$ cat config.mk
export PLATFORM = sky130hd
export DESIGN_NAME = alt_run_detector_flat
export DESIGN_NICKNAME = d
export VERILOG_FILES = /design/src/rtl/alt_run_pkg.sv /design/src/rtl/alt_run_detector_if.sv /design/src/rtl/sat_counter.sv /design/src/rtl/alt_run_detector.sv /design/src/flat_wrapper.sv
export SDC_FILE = /design/constraint.sdc
export NUM_CORES = 1
export LEC_CHECK = 0
export CORE_UTILIZATION = 29
export DETAILED_ROUTE_END_ITERATION = 16
export PLACE_DENSITY_LB_ADDON = 0.08
export SYNTH_ARGS = -nofsm -noshare
export SYNTH_HDL_FRONTEND = slang
export SYNTH_SLANG_ARGS = --single-unit
$ cat constraint.sdc
create_clock -name clk -period 4.7 [get_ports clk]
set_input_delay 0.94 -clock clk [delete_from_list [all_inputs] [get_ports clk]]
set_output_delay 0.94 -clock clk [all_outputs]
set_load 0.02 [all_outputs]
$ cat src/rtl/alt_run_pkg.sv
// Shared types and helpers for the alternating-run detector.
// Latency: n/a (declarations only).
// Backpressure: n/a.
package alt_run_pkg;

    typedef enum logic [1:0] {
        IDLE = 2'd0,
        RUN  = 2'd1,
        LOCK = 2'd2
    } state_t;

    localparam int THR_MIN = 2;

    // Increment that sticks at the all-ones value of a width-bit counter.
    function automatic logic [31:0] sat_inc(input logic [31:0] value, input int unsigned width);
        logic [31:0] max_val;
        max_val = (32'd1 << width) - 32'd1;
        return (value >= max_val) ? max_val : value + 32'd1;
    endfunction

endpackage

$ cat src/rtl/alt_run_detector_if.sv
// Control/status bundle between the serial sampler and the run detector (ALT_RUN_STATS_EN adds match_cnt).
// Latency: n/a (wires only).
// Backpressure: none; samples are qualified by in_valid only.
interface alt_run_detector_if #(parameter int CNT_W = 4);

    logic             in_valid;
    logic             a;
    logic             clr;
    logic             thr_ovr_en;
    logic [CNT_W-1:0] thr;
    logic             match;
    logic             locked;
    logic [CNT_W-1:0] run_len;
`ifdef ALT_RUN_STATS_EN
    logic [15:0]      match_cnt;

    modport master (output in_valid, a, clr, thr_ovr_en, thr,
                    input  match, locked, run_len, match_cnt);
    modport slave  (input  in_valid, a, clr, thr_ovr_en, thr,
                    output match, locked, run_len, match_cnt);
`else
    modport master (output in_valid, a, clr, thr_ovr_en, thr,
                    input  match, locked, run_len);
    modport slave  (input  in_valid, a, clr, thr_ovr_en, thr,
                    output match, locked, run_len);
`endif

endinterface

$ cat src/rtl/sat_counter.sv
// Saturating up-counter with sync clear and sync restart-to-one.
// Latency: 1 cycle from control to q.
// Backpressure: none.
module sat_counter
    import alt_run_pkg::*;
#(
    parameter int W = 4
) (
    input  logic         clk,
    input  logic         rst,
    input  logic         clr,
    input  logic         restart,
    input  logic         inc,
    output logic [W-1:0] q
);

    always_ff @(posedge clk or negedge rst) begin
        if (!rst) begin
            q <= '0;
        end else if (clr) begin
            q <= '0;
        end else if (restart) begin
            q <= W'(1);
        end else if (inc) begin
            q <= W'(sat_inc(32'(q), W));
        end
    end

endmodule

$ cat src/rtl/alt_run_detector.sv
// Measures the current alternating-bit run and flags when it reaches a threshold (ALT_RUN_STATS_EN adds match_cnt).
// Latency: all outputs registered, valid one clk after the capturing edge.
// Backpressure: none; bubbles (in_valid=0) hold state without breaking the run.
module alt_run_detector
    import alt_run_pkg::*;
#(
    parameter int CNT_W   = 4,
    parameter int THR_DEF = 4
) (
    input  logic             clk,
    input  logic             rst,
    alt_run_detector_if.slave bus
);

    state_t           state_q, state_d;
    logic             last_q;
    logic             match_q, match_d;
    logic             locked_q, locked_d;
    logic [CNT_W-1:0] run_len;
    logic [CNT_W-1:0] thr_sel, thr_eff, len_nxt;
    logic             accept, restart, inc;

    always_comb begin
        thr_sel = bus.thr_ovr_en ? bus.thr : CNT_W'(THR_DEF);
        thr_eff = (thr_sel < CNT_W'(THR_MIN)) ? CNT_W'(THR_MIN) : thr_sel;
        accept  = bus.in_valid && !bus.clr;
        // A repeated bit starts a new run of length one, as does the first bit out of IDLE.
        restart = accept && ((state_q == IDLE) || (bus.a == last_q));
        inc     = accept && !restart;
        len_nxt = restart ? CNT_W'(1) : CNT_W'(sat_inc(32'(run_len), CNT_W));
    end

    always_comb begin
        state_d  = state_q;
        match_d  = 1'b0;
        locked_d = locked_q;
        if (bus.clr) begin
            state_d  = IDLE;
            locked_d = 1'b0;
        end else if (bus.in_valid) begin
            state_d  = (len_nxt >= thr_eff) ? LOCK : RUN;
            match_d  = (state_q == RUN) && (state_d == LOCK);
            locked_d = (state_d == LOCK);
        end
    end

    always_ff @(posedge clk or negedge rst) begin
        if (!rst) begin
            state_q  <= IDLE;
            last_q   <= 1'b0;
            match_q  <= 1'b0;
            locked_q <= 1'b0;
        end else begin
            state_q  <= state_d;
            match_q  <= match_d;
            locked_q <= locked_d;
            if (accept) begin
                last_q <= bus.a;
            end
        end
    end

    sat_counter #(.W(CNT_W)) u_run_len (
        .clk     (clk),
        .rst     (rst),
        .clr     (bus.clr),
        .restart (restart),
        .inc     (inc),
        .q       (run_len)
    );

`ifdef ALT_RUN_STATS_EN
    logic [15:0] match_cnt;

    sat_counter #(.W(16)) u_match_cnt (
        .clk     (clk),
        .rst     (rst),
        .clr     (bus.clr),
        .restart (1'b0),
        .inc     (match_d),
        .q       (match_cnt)
    );

    assign bus.match_cnt = match_cnt;
`endif

    assign bus.match   = match_q;
    assign bus.locked  = locked_q;
    assign bus.run_len = run_len;

endmodule

$ cat src/flat_wrapper.sv
// flat-port wrapper written by rule: the top's interface ports become plain ports
module alt_run_detector_flat import alt_run_pkg::*;
#(
    parameter int CNT_W   = 4,
    parameter int THR_DEF = 4
)
  (clk, rst, bus_in_valid, bus_a, bus_clr, bus_thr_ovr_en, bus_thr, bus_match, bus_locked, bus_run_len);
  alt_run_detector_if #(.CNT_W(CNT_W)) bus_i ();
  input  logic clk;
  input  logic rst;
  input wire logic [$bits(bus_i.in_valid)-1:0] bus_in_valid;
  input wire logic [$bits(bus_i.a)-1:0] bus_a;
  input wire logic [$bits(bus_i.clr)-1:0] bus_clr;
  input wire logic [$bits(bus_i.thr_ovr_en)-1:0] bus_thr_ovr_en;
  input wire logic [$bits(bus_i.thr)-1:0] bus_thr;
  output wire logic [$bits(bus_i.match)-1:0] bus_match;
  output wire logic [$bits(bus_i.locked)-1:0] bus_locked;
  output wire logic [$bits(bus_i.run_len)-1:0] bus_run_len;
  assign bus_i.in_valid = bus_in_valid;
  assign bus_i.a = bus_a;
  assign bus_i.clr = bus_clr;
  assign bus_i.thr_ovr_en = bus_thr_ovr_en;
  assign bus_i.thr = bus_thr;
  assign bus_match = bus_i.match;
  assign bus_locked = bus_i.locked;
  assign bus_run_len = bus_i.run_len;
  alt_run_detector #(.CNT_W(CNT_W), .THR_DEF(THR_DEF)) u_core (.clk(clk), .rst(rst), .bus(bus_i));
endmodule
==> out/summary.md <==
The run finished with clean final reports. The analysis attributes to cell leakage a power of 0.000321 uW. The height of the die was 46.2 um.

The global placer's final weighted congestion came out at 0.739. STA puts the critical path data required time at 4.85 ns. Worst hold-check path type: reg2reg.

The logs give 0 for the number of max-cap violations and 72.2% for the relative slew slack. For the summed instance area of the synthesized netlist, the log shows 567 sq um. The worst register-to-register path has a setup slack of 2.73 ns. The category of the worst setup path launch point is a primary input. The initial antenna violation count came out at 0. The tools report the clock tree root buffer cell as sky130_fd_sc_hd__clkbuf_4.

The run gives 518 as the number of global-route vias before repair. The slew at the pin closest to its max-slew limit was 0.416 ns; the floorplan row count was 15. The share of final-layout standard cells stronger than drive strength 1 came out at 14.3%. The worst setup path is of the in2reg kind.

In the finished design, the share of the clock period the worst path needs comes to 65.4%. After clock tree synthesis, the clock-pin slew on the worst setup and hold paths is 0.05 ns. Dividing total power by cell area gives a power density of 223 mW/mm^2. The tools report the launch point of the worst hold path as u_core.last_q$_DFFE_PN0P_. Data on the critical path arrives at its endpoint at 3.22 ns.

The maximum number of pins on one net before global-route repair was 12; the area growth from synthesis to final layout was 35.1%. The number of pins exceeding their max-slew limit in the final report was 0; the count of state elements after synthesis was 8. The tools report the post-synthesis cell type count as 28.

Derived from the worst setup path, the maximum achievable clock frequency is 0.326 GHz. Critical register-to-register path endpoint: u_core.bus.locked$_DFFE_PN0P_. The total routed wirelength is 1200 um, and the number of hold-slack violations in the final timing report is 0. The number of levels in the clock H-tree came out at 1.

IR analysis of the VDD net gives a maximum drop of 157 uV. For the finished layout, the period the worst path requires is 3.07 ns. For the number of hold-repair buffers added at the cts stage, the log shows 0.

The die is 46.2 um wide. Summing internal, switching and leakage power gives 171 uW. Initial core utilization: 31.8%. Counting cells, the worst reg-to-reg path comes to 9. The startpoint of the most critical register-to-register path is u_core.bus.locked$_DFFE_PN0P_. The maximum fanout encountered on the critical timing path came out at 11.

After the last flow step, the layout net total stands at 94. In this run the worst setup path begins at bus_in_valid. For this run the aggregate overflow at the end of global routing stands at 0.

For the core region area, the log shows 0.00178 sq mm. The overall fraction of global-route tracks in use is 15.6%. In the synthesized netlist, the number of instances is 60.

The first routing iteration left 5 violations. Cells fill 42.9% of the core in the end. The clock tree buffer depth is 2.

The endpoint kind of the worst setup timing path was a register. The tools report the clock buffer count from CTS as 3. Once detail routing completed, the nets flagged for antenna violations numbered 0.

The number of failing setup endpoints in the final timing report came out at 0. The ratio of routed vias to standard cells was 4.90; the count of TritonRoute iterations in the first routing pass was 4. Detailed placement ended at an HPWL of 933 um.

For the clock latency on the worst-skew pair, the log shows 0.25 ns. Averaged over all synthesized cells, the footprint is 9.45 sq um. The clock drives 8 sinks. After detailed routing, the average wire length per cell comes to 11.8 um.

The buffer count from post-CTS setup fixing was 0. The run gives 0 as the number of instances resized during post-cts repair. The first global-routing pass estimated 2300 um of wire. TritonCTS built the clock tree. When the netlist entered floorplanning its net count stood at 75. Sequential elements use 35.3% of the synthesized area.

The endpoint of the worst hold-timing path is u_core.last_q$_DFFE_PN0P_. The die covers 0.00214 sq mm. For the number of diodes added for antenna fixing, the log shows 0. After routing, the total negative slack on setup checks comes to 0 ns. The number of cells traversed by the worst hold path is 1, and the total of buffers placed on input and output ports is 15. The tools report the number of top-level pins as 16. Worst setup skew after layout: 0.00714 ns. Setup repair after global routing left no endpoint under its margin. The number of vias in the routed layout was 500. For the number of warnings issued by yosys, the log shows 0.

For this run, design rule violations remaining after detail routing come to 0.
-- metrics by stage --
stage / setup WS (ns) / hold slack [ns] / std cells / instance area, sq um
2_1_floorplan: 2.39 / 0.512 / 60 / 567
3_3_place_gp: 1.40 / 0.532 / 99 / 743
3_5_place_dp: 1.39 / 0.534 / 99 / 743
4_1_cts: 1.63 / 0.551 / 102 / 766
5_1_grt: 1.37 / 0.589 / 102 / 766
6_report: 1.63 / 0.548 / 102 / 766
-- metal layers --
metal,up-vias,track usage (%),part of all wire (%)
met4,0,8.24,1.0
met1,232,21.7,53
met2,9,21.4,42
met3,2,4.71,4.0
met5,-,0,0
li1,257,-,-
-- layout by cell type (no fill, tap or decap) --
master | Yosys | routed
sky130_fd_sc_hd__a211oi_2 | 2 | 2
sky130_fd_sc_hd__a21o_1 | 1 | 1
sky130_fd_sc_hd__a21oi_1 | 4 | 4
sky130_fd_sc_hd__a22o_1 | 1 | 1
sky130_fd_sc_hd__a311oi_1 | 1 | 1
sky130_fd_sc_hd__a31o_2 | 1 | 1
sky130_fd_sc_hd__a31oi_1 | 1 | 1
sky130_fd_sc_hd__and3_1 | 1 | 1
sky130_fd_sc_hd__and4_1 | 1 | 1
sky130_fd_sc_hd__clkbuf_4 | 0 | 3
sky130_fd_sc_hd__clkdlybuf4s50_1 | 0 | 15
sky130_fd_sc_hd__dfrtp_1 | 8 | 8
sky130_fd_sc_hd__ha_1 | 5 | 5
sky130_fd_sc_hd__mux2_1 | 1 | 1
sky130_fd_sc_hd__nand2_1 | 4 | 4
sky130_fd_sc_hd__nand2b_1 | 1 | 1
sky130_fd_sc_hd__nand3_1 | 2 | 2
sky130_fd_sc_hd__nand3b_1 | 2 | 2
sky130_fd_sc_hd__nor2_1 | 10 | 10
sky130_fd_sc_hd__nor2_4 | 1 | 1
sky130_fd_sc_hd__nor2b_1 | 1 | 1
sky130_fd_sc_hd__nor2b_2 | 2 | 2
sky130_fd_sc_hd__nor3_1 | 2 | 2
sky130_fd_sc_hd__nor3_2 | 1 | 1
sky130_fd_sc_hd__nor3b_1 | 1 | 1
sky130_fd_sc_hd__o21ai_0 | 2 | 2
sky130_fd_sc_hd__o21ai_1 | 1 | 1
sky130_fd_sc_hd__o311a_1 | 1 | 1
sky130_fd_sc_hd__xnor2_2 | 1 | 1
-- report_power, final --
| part | internal [uW] | switching (uW) |
|---|---|---|
| logic | 21.6 | 21.3 |
| registers | 72.5 | 3.40 |
| clock network | 29.2 | 23.1 |
-- critical path, cell delays in order --
cell and delay, ns:
sky130_fd_sc_hd__clkdlybuf4s50_1 0.72, sky130_fd_sc_hd__nor2b_2 0.33, sky130_fd_sc_hd__nor2b_2 0.25, sky130_fd_sc_hd__nor2_1 0.08, sky130_fd_sc_hd__ha_1 0.27, sky130_fd_sc_hd__nand2b_1 0.09, sky130_fd_sc_hd__a21o_1 0.11, sky130_fd_sc_hd__nand3_1 0.13
sky130_fd_sc_hd__a311oi_1 0.29
-- cell usage after synthesis --
cell type                   n  share of area (%)
sky130_fd_sc_hd__a211oi_2   2                4.4
sky130_fd_sc_hd__a21o_1     1                1.3
sky130_fd_sc_hd__a21oi_1    4                3.5
sky130_fd_sc_hd__a22o_1     1                1.5
sky130_fd_sc_hd__a311oi_1   1                1.5
sky130_fd_sc_hd__a31o_2     1                1.5
sky130_fd_sc_hd__a31oi_1    1                1.1
sky130_fd_sc_hd__and3_1     1                1.1
sky130_fd_sc_hd__and4_1     1                1.5
sky130_fd_sc_hd__buf_2      1               0.88
sky130_fd_sc_hd__dfrtp_1    8                 35
sky130_fd_sc_hd__ha_1       5                 11
sky130_fd_sc_hd__mux2_1     1                2.0
sky130_fd_sc_hd__nand2_1    4                2.6
sky130_fd_sc_hd__nand2b_1   1                1.1
sky130_fd_sc_hd__nand3_1    2                1.8
sky130_fd_sc_hd__nand3b_1   2                2.6
sky130_fd_sc_hd__nor2_1    10                6.6
sky130_fd_sc_hd__nor2_4     1                2.0
sky130_fd_sc_hd__nor2b_1    1                1.1
sky130_fd_sc_hd__nor2b_2    2                3.1
sky130_fd_sc_hd__nor3_1     2                1.8
sky130_fd_sc_hd__nor3_2     1                1.8
sky130_fd_sc_hd__nor3b_1    1                1.3
sky130_fd_sc_hd__o21ai_0    2                1.8
sky130_fd_sc_hd__o21ai_1    1               0.88
sky130_fd_sc_hd__o311a_1    1                1.8
sky130_fd_sc_hd__xnor2_2    1                2.9
-- final cells by class --
class                           instances  area (sq um)
Multi-Input combinational cell         51           362
Timing Repair Buffer                   15           150
Tap cell                               25          31.3
Sequential cell                         8           200
Clock buffer                            3          22.5
Fill cell                             180          1020
-- registers in the layout, indices dropped and copies added, names as in the netlist --
signal              count
u_core.bus.locked       1
u_core.last_q           1
u_core.u_run_len.q      4
u_core.state_q          1
u_core.bus.match        1
-- worst max path at each step --
stage	endpoint	slack, ns
global placement	u_core.state_q[0]$_DFFE_PN0P_	1.40
floorplan	u_core.state_q[0]$_DFFE_PN0P_	2.39
finish	u_core.bus.locked$_DFFE_PN0P_	1.63
detailed placement	u_core.bus.locked$_DFFE_PN0P_	1.39
CTS	u_core.bus.locked$_DFFE_PN0P_	1.63
global route	u_core.bus.locked$_DFFE_PN0P_	1.37
-- kinds of logic (layout without fill, tap and decap cells) --
logic type | after synthesis | after routing | share of synthesized area (%)
xor+xnor | 1 | 1 | 2.87
compound gates | 15 | 15 | 19.4
buf+inv | 1 | 18 | 0.882
simple gates | 29 | 29 | 28.5
mux | 1 | 1 | 1.99
flops | 8 | 8 | 35.3
fa+ha+maj | 5 | 5 | 11.0
(Power assumes the default switching activity.)
